===== config.mk =====
export PLATFORM = sky130hd
export DESIGN_NAME = alu_shift_seq
export DESIGN_NICKNAME = d
export VERILOG_FILES = /design/src/rtl/alu_shift_seq_pkg.sv /design/src/rtl/alu_shift_line_gen.sv /design/src/rtl/alu_shift_seq.sv
export SDC_FILE = /design/constraint.sdc
export NUM_CORES = 1
export LEC_CHECK = 0
export CORE_MARGIN = 2
export CORE_UTILIZATION = 42
export CTS_BUF_LIST = sky130_fd_sc_hd__clkbuf_2 sky130_fd_sc_hd__clkbuf_4 sky130_fd_sc_hd__clkbuf_8
export CTS_CLUSTER_DIAMETER = 100
export DETAILED_ROUTE_END_ITERATION = 8
export PLACE_DENSITY = 0.87
export SLEW_MARGIN = 20
export SYNTH_ARGS = -nofsm -noshare
export SYNTH_HDL_FRONTEND = slang
export SYNTH_SLANG_ARGS = --single-unit

===== constraint.sdc =====
create_clock -name clk -period 1.7 [get_ports clk]
set_input_delay 0.34 -clock clk [delete_from_list [all_inputs] [get_ports clk]]
set_output_delay 0.34 -clock clk [all_outputs]
set_load 0.02 [all_outputs]

===== src/rtl/alu_shift_seq_pkg.sv =====
// Shared ALU control types plus the CB-prefix rotate/shift op encodings and flag layout.
package alu_shift_seq_pkg;

    typedef enum logic {L_SH = 1'b0, R_SH = 1'b1} sh_t;
    typedef enum logic [1:0] {NO_OE = 2'd0, SH_OE = 2'd1, RES_OE = 2'd2} oe_t;
    typedef enum logic {NO_LD = 1'b0, BUS_LD = 1'b1} ld_t;

    typedef enum logic [2:0] {
        OP_RLC  = 3'd0,
        OP_RRC  = 3'd1,
        OP_RL   = 3'd2,
        OP_RR   = 3'd3,
        OP_SLA  = 3'd4,
        OP_SRA  = 3'd5,
        OP_RSVD = 3'd6,
        OP_SRL  = 3'd7
    } cb_shift_op_t;

    typedef enum logic [1:0] {ST_IDLE = 2'd0, ST_LOAD = 2'd1, ST_HIGH = 2'd2} seq_state_t;

    localparam int FLAG_Z = 3;
    localparam int FLAG_N = 2;
    localparam int FLAG_H = 1;
    localparam int FLAG_C = 0;

    function automatic sh_t shift_dir(input cb_shift_op_t op);
        case (op)
            OP_RLC, OP_RL, OP_SLA: return L_SH;
            default:               return R_SH;
        endcase
    endfunction

    // Bit fed into the vacated end: rotates recycle the operand, RL/RR go through carry,
    // SRA keeps the sign, logical shifts fill with zero.
    function automatic logic shift_in(input cb_shift_op_t op, input logic [7:0] operand,
                                      input logic c_in);
        case (op)
            OP_RLC:       return operand[7];
            OP_RRC:       return operand[0];
            OP_RL, OP_RR: return c_in;
            OP_SRA:       return operand[7];
            default:      return 1'b0;
        endcase
    endfunction

endpackage


===== src/rtl/alu_shift_line_gen.sv =====
// Combinational decode of sequencer state and latched op into the two ALU control lines.
module alu_shift_line_gen
    import alu_shift_seq_pkg::*;
(
    input  seq_state_t   state,
    input  cb_shift_op_t op,
    input  logic [7:0]   operand,
    input  logic         c_in,
    output logic [7:0]   alu_op,
    output logic         alu_si,
    output sh_t          alu_sh,
    output oe_t          alu_oe,
    output ld_t          alu_la,
    output ld_t          alu_lb,
    output logic         alu_l,
    output logic         alu_h,
    output logic         alu_r,
    output logic         alu_s,
    output logic         alu_v,
    output logic         alu_ne,
    output logic         alu_ci
);

    always_comb begin
        alu_op = 8'h00;
        alu_si = 1'b0;
        alu_sh = L_SH;
        alu_oe = NO_OE;
        alu_la = NO_LD;
        alu_lb = NO_LD;
        alu_l  = 1'b0;
        alu_h  = 1'b0;
        alu_r  = 1'b0;
        alu_s  = 1'b0;
        alu_v  = 1'b0;
        alu_ne = 1'b0;
        alu_ci = 1'b0;
        case (state)
            ST_LOAD: begin
                alu_op = operand;
                alu_si = shift_in(op, operand, c_in);
                alu_sh = shift_dir(op);
                alu_oe = SH_OE;
                alu_la = BUS_LD;
                alu_lb = BUS_LD;
                alu_l  = 1'b1;
                alu_r  = 1'b1;
                alu_s  = 1'b1;
                alu_v  = 1'b1;
            end
            ST_HIGH: begin
                alu_oe = RES_OE;
                alu_h  = 1'b1;
                alu_r  = 1'b1;
                alu_s  = 1'b1;
                alu_v  = 1'b1;
            end
            default: ;
        endcase
    end

endmodule


===== src/rtl/alu_shift_seq.sv =====
// CB rotate/shift sequencer: drives LOAD then HIGH ALU lines, captures result and flags.
module alu_shift_seq
    import alu_shift_seq_pkg::*;
#(
    parameter int FLAGS_W = 4
) (
    input  logic               clk,
    input  logic               nreset,
    input  logic               start,
    input  logic               abort,
    input  logic [2:0]         op,
    input  logic [7:0]         operand,
    input  logic               c_in,
    output logic [7:0]         alu_op,
    output logic               alu_si,
    output sh_t                alu_sh,
    output oe_t                alu_oe,
    output ld_t                alu_la,
    output ld_t                alu_lb,
    output logic               alu_l,
    output logic               alu_h,
    output logic               alu_r,
    output logic               alu_s,
    output logic               alu_v,
    output logic               alu_ne,
    output logic               alu_ci,
    input  logic               shift_dbl,
    input  logic [7:0]         result,
    input  logic               zero,
    output logic               busy,
    output logic               done,
    output logic               err,
    output logic [7:0]         res,
    output logic [FLAGS_W-1:0] flags
);

    seq_state_t         state, next_state;
    cb_shift_op_t       op_q;
    logic [7:0]         operand_q;
    logic               cin_q;
    logic               carry_q;
    logic               accept, reject;
    logic [FLAGS_W-1:0] new_flags;

    // abort in IDLE suppresses both acceptance and the reserved-op error
    assign accept = (state == ST_IDLE) && start && !abort && (cb_shift_op_t'(op) != OP_RSVD);
    assign reject = (state == ST_IDLE) && start && !abort && (cb_shift_op_t'(op) == OP_RSVD);

    always_ff @(posedge clk or negedge nreset) begin
        if (!nreset) state <= ST_IDLE;
        else         state <= next_state;
    end

    always_comb begin
        next_state = state;
        case (state)
            ST_IDLE: if (accept) next_state = ST_LOAD;
            ST_LOAD: next_state = abort ? ST_IDLE : ST_HIGH;
            ST_HIGH: next_state = ST_IDLE;
            default: next_state = ST_IDLE;
        endcase
    end

    always_comb begin
        busy = (state == ST_LOAD) || (state == ST_HIGH);
    end

    always_comb begin
        new_flags         = '0;
        new_flags[FLAG_Z] = zero;
        new_flags[FLAG_C] = carry_q;
    end

    always_ff @(posedge clk or negedge nreset) begin
        if (!nreset) begin
            op_q      <= OP_RLC;
            operand_q <= 8'h00;
            cin_q     <= 1'b0;
            carry_q   <= 1'b0;
            res       <= 8'h00;
            flags     <= '0;
            done      <= 1'b0;
            err       <= 1'b0;
        end else begin
            done <= 1'b0;
            err  <= reject;
            if (accept) begin
                op_q      <= cb_shift_op_t'(op);
                operand_q <= operand;
                cin_q     <= c_in;
            end
            if (state == ST_LOAD) carry_q <= shift_dbl;
            if (state == ST_HIGH && !abort) begin
                res   <= result;
                flags <= new_flags;
                done  <= 1'b1;
            end
        end
    end

    alu_shift_line_gen u_line_gen (
        .state   (state),
        .op      (op_q),
        .operand (operand_q),
        .c_in    (cin_q),
        .alu_op  (alu_op),
        .alu_si  (alu_si),
        .alu_sh  (alu_sh),
        .alu_oe  (alu_oe),
        .alu_la  (alu_la),
        .alu_lb  (alu_lb),
        .alu_l   (alu_l),
        .alu_h   (alu_h),
        .alu_r   (alu_r),
        .alu_s   (alu_s),
        .alu_v   (alu_v),
        .alu_ne  (alu_ne),
        .alu_ci  (alu_ci)
    );

endmodule


# [Word-level counts from Yosys, hierarchy flattened]
# Cells that the tools add are included.
[totals] reg_bits=27 input_bits=26 word_cells=45
[op_classes] n_eq_ne=10 mux=13 reduce_logical=13
[ops] operator="== test 3 bit (second input constant)" count=3
[ops] operator="2-to-1 mux 8 bit" count=1
[ops] operator="one-hot mux 2 bit (2 select lines)" count=2
[ops] operator="2-to-1 mux 1 bit" count=7
[ops] operator="== test 3 x 2 -> 1 bit (second input constant)" count=2
[ops] operator="OR reduction 2 bit" count=3
[ops] operator="logical AND 1 bit" count=5
[ops] operator="2-to-1 mux 2 bit" count=2
[ops] operator="== test 3 x 1 -> 1 bit (second input constant)" count=1
[ops] operator="logical NOT 3 bit" count=1
[ops] operator="inequality test 3 bit (second input constant)" count=1
[ops] operator="one-hot mux 1 bit (3 select lines)" count=1
[ops] operator="OR reduction 3 bit" count=1
[ops] operator="== test 2 x 1 -> 1 bit (second input constant)" count=1
[ops] operator="== test 2 bit (second input constant)" count=1
[ops] operator="logical NOT 2 bit" count=1
[ops] operator="inequality test 2 bit (second input constant)" count=1
[ops] operator="logical NOT 1 bit" count=1
[ops] operator="logical OR 1 bit" count=1

# [Logic depth before layout (Yosys ltp)]
[depth] ltp_word=6 mapped_depth=6 ltp_nobuf=5

# [Cells and area by module]
# From an unflattened synthesis, not the netlist that was laid out.
[hier_totals] hier_cells=107 hier_area_um2=1366.3
[modules_own_cells] mod="alu_shift_seq" n_inst=1 cells_each=76 area_per_inst_um2=1162.4
[modules_own_cells] mod="alu_shift_line_gen" n_inst=1 cells_each=31 area_per_inst_um2=203.9

# [Worst setup path before layout]
# Ideal clock, no wire load.
[synth_timing] path_kind="reg-to-output" start="register state[1]" end="output port alu_si" arrival_time_ns=1.546 required_time_ns=1.360 path_slack_ns=-0.186 path_stages_with_launch=6 path_cell_list="dfrtp_1 -> inv_1 -> ha_1 -> clkbuf_1 -> o21ai_0 -> a31oi_1"
[synth_between] elab_chain_cells=2
[synth_lines] element="start, declared" line="alu_shift_seq.sv:37" rtl="seq_state_t state, next_state;"
[synth_lines] element="start signal, assigned" line="alu_shift_seq.sv:51" rtl="else state <= next_state;"
[synth_lines] element="== test 2 x 1 -> 1 bit" line="alu_shift_line_gen.sv:38" rtl="case (state)"
[synth_lines] element="2-to-1 mux 1 bit" line="alu_shift_line_gen.sv:38"
[synth_lines] element="end, declared" line="alu_shift_seq.sv:15" rtl="output logic alu_si,"
# No other way between the ends.

# [Worst setup path after layout]
# Ends and elaborated chain as after synthesis.

==> results.txt <==
CP Capture Type: primary output
Gr usage total: 0.162
Met3 wire len: 162 um
GRT overflow: 0
Initial detailed-routing violation count: 7
Status: finished, violations left
Critical path class: reg2out
Number of remaining DRC errors: 0
Critical-path maximum fanout: 5
Metal2 WL: 1620 um
Maximum vdd drop: 1.08 mV
Port-buffer cells: 57
Setup slack after layout: -11.3 ps
Max-cap viol count: 0
Seq cells post-synth: 27
Clock latency on the worst-skew pair: 330 ps
Drt pass-1 iters: 4
Leakage power: 0.995 nW
Antenna violations before repair: 0
Syn Area/Cell: 13.0 um2
Design area: 0.00210 mm2
CP startpoint kind: register
Layout area overhead: 56.9%
CTS H-Tree Depth: 1
Wire length on met1: 1170 um
Starting Density: 0.438
Synth Cell Area: 0.00134 mm2
Layout cell share with drive strength beyond 1: 0.434
Root Driver: clkbuf_4
Placer Congestion: 0.695
Via count: 1,022
Critical Path, Cell by Cell: inv_2 > ha_4 > o21ai_1 > a31oi_2 > buf_4
Worst-path clk slew: 140 ps
N_diodes: 0
Hold_buf cts: 0
Period Utilization, post-route: 1.01
Fmax: 0.584 GHz
Largest net degree at the start of global routing: 28
CTS tree: yes
Vias in the first global route: 1,033
P per Cell Area: 1890 mW/mm2
Sequential fraction of the synthesis area: 0.505
Worst hold path type: in2async
# clock sinks: 27
Final Hold Fails: 0
Final setup viols: 6
Routed Antenna Nets: 0
Commonest non-fill, non-tap cell in the layout: clkdlybuf4s50_1
Global-route wire length before repair: 4390 um
Num ports: 62
Required time worst endpoint: 1360 ps
# nets final: 204
Die height: 60.4 um
Slowest Stage Delay on Critical Path: 410 ps
Via/cell ratio: 4.71
Distinct cells, synth: 28
Unrepaired setup endpoints after global routing: yes
Hold slack: 365 ps
DP Wirelength: 2340 um
Die area: 0.00365 mm2
Synth warnings: 0
Cell count after synthesis: 103
Die width: 60.4 um
Fin. max-slew vios: 0
Num CTS Buffers: 3
Arrival @ worst endpoint: 1370 ps
Total wire length: 3000 um
Longest Clk Path Bufs: 2
Top layer in use: met4
Fillers: 242
# rows: 20
Core area: 0.00305 mm2
Total negative slack: -39.3 ps
Most frequent cells in the layout: 34 x clkdlybuf4s50_1, 27 x dfrtp_1, 24 x buf_4
Failing checks: negative setup slack
Layout Skew: 1.02 ps
Slowest cell on crit path: dfrtp_1
WL per Instance: 13.8 um
Cell Area, Placed: 0.00205 mm2
Tmin final: 1710 ps
layer usage:
metal	track usage	vias up
li1	-	478
met1	0.176	504
met2	0.320	35
met3	0.0149	5
met4	0.0652	0
met5	0	-
cell type report:
class	instances	area, um2	share of cell area
multi-input combinational	61	609	0.290
timing repair buffer	77	716	0.341
tap	44	55.1	0.0262
inverter	4	15.0	0.00716
clock inverter	1	5.00	0.00239
sequential	27	676	0.322
clock buffer	3	22.5	0.0107
cell families after synthesis:
group / after synthesis / share of synthesized area
compound gates: 12 / 0.0571
fa+ha+maj: 4 / 0.0374
buf+inv: 18 / 0.0879
flops: 27 / 0.505
mux: 21 / 0.199
other cells: 1 / 0.00280
simple gates: 20 / 0.110
power by group:
group,leakage [nW],switching (mW),total (mW),internal [mW]
clock,0.0177,0.193,0.281,0.0886
combinational,0.651,1.17,2.56,1.39
sequential,0.326,0.175,1.12,0.944
total,0.995,1.54,3.96,2.42
critical path, delay by kind of cell (launching register included):
kind | cells | cell delay, ps
buf+inv | 2 | 240
fa+ha+maj | 1 | 160
compound gates | 2 | 230
flops | 1 | 410
sequential cells by signal (all words and copies together), names as in the netlist:
signal	flops
done	1
carry_q	1
state	2
op_q	3
res	8
err	1
flags	2
cin_q	1
operand_q	8
path summary, 6_finish.rpt:
check	startpoint	slack (ps)	depth (start not counted)	end
min in group clk	carry_q$_DFFE_PN0P_	510	1	flags[0]$_DFFE_PN0P_
worst min-delay path	nreset	360	2	res[7]$_DFFE_PN0P_
worst max-delay path	state[1]$_DFFE_PN0P_	-10	5	alu_si
max in group asynchronous	nreset	1080	2	state[0]$_DFFE_PN0P_
worst max register to register	state[1]$_DFFE_PN0P_	110	6	res[7]$_DFFE_PN0P_
worst min register to register	carry_q$_DFFE_PN0P_	510	1	flags[0]$_DFFE_PN0P_
through the flow:
stage          setup slack (ps)  std cells  utilization  power, mW
2_1_floorplan              29.2        106            -       2.56
3_3_place_gp               -118        212        0.670       3.53
3_5_place_dp               -145        212        0.670       3.62
4_1_cts                   -19.1        216        0.675       3.91
5_1_grt                   -77.3        217        0.687       4.19
6_report                  -11.3        217        0.687       3.96
synth_stat cells:
cell | n | area share
ha_1 | 4 | 0.037
a21o_1 | 1 | 0.0056
nand2b_1 | 3 | 0.014
o21ai_1 | 2 | 0.0075
o211ai_1 | 1 | 0.0056
a21boi_0 | 1 | 0.0056
buf_6 | 1 | 0.0084
o22a_1 | 2 | 0.013
mux2_2 | 6 | 0.051
nand4_1 | 1 | 0.0047
nor2_4 | 1 | 0.0084
conb_1 | 1 | 0.0028
nand3b_1 | 2 | 0.011
buf_4 | 11 | 0.062
a31oi_1 | 1 | 0.0047
buf_2 | 1 | 0.0037
mux2_4 | 8 | 0.090
nand3b_4 | 1 | 0.015
mux2_1 | 7 | 0.059
and3b_2 | 1 | 0.0075
clkbuf_1 | 1 | 0.0028
dfrtp_1 | 27 | 0.51
nor2_1 | 1 | 0.0028
nor2b_1 | 2 | 0.0094
and2_1 | 8 | 0.037
inv_1 | 4 | 0.011
a21oi_1 | 1 | 0.0037
o21ai_0 | 3 | 0.011
what timing repair did:
item,CTS,global route
pin swaps,3,1
gates resized for setup,109,12
setup buffers,0,1
setup endpoints to repair,20,19
No activity file was read; power rests on OpenSTA's default activity.
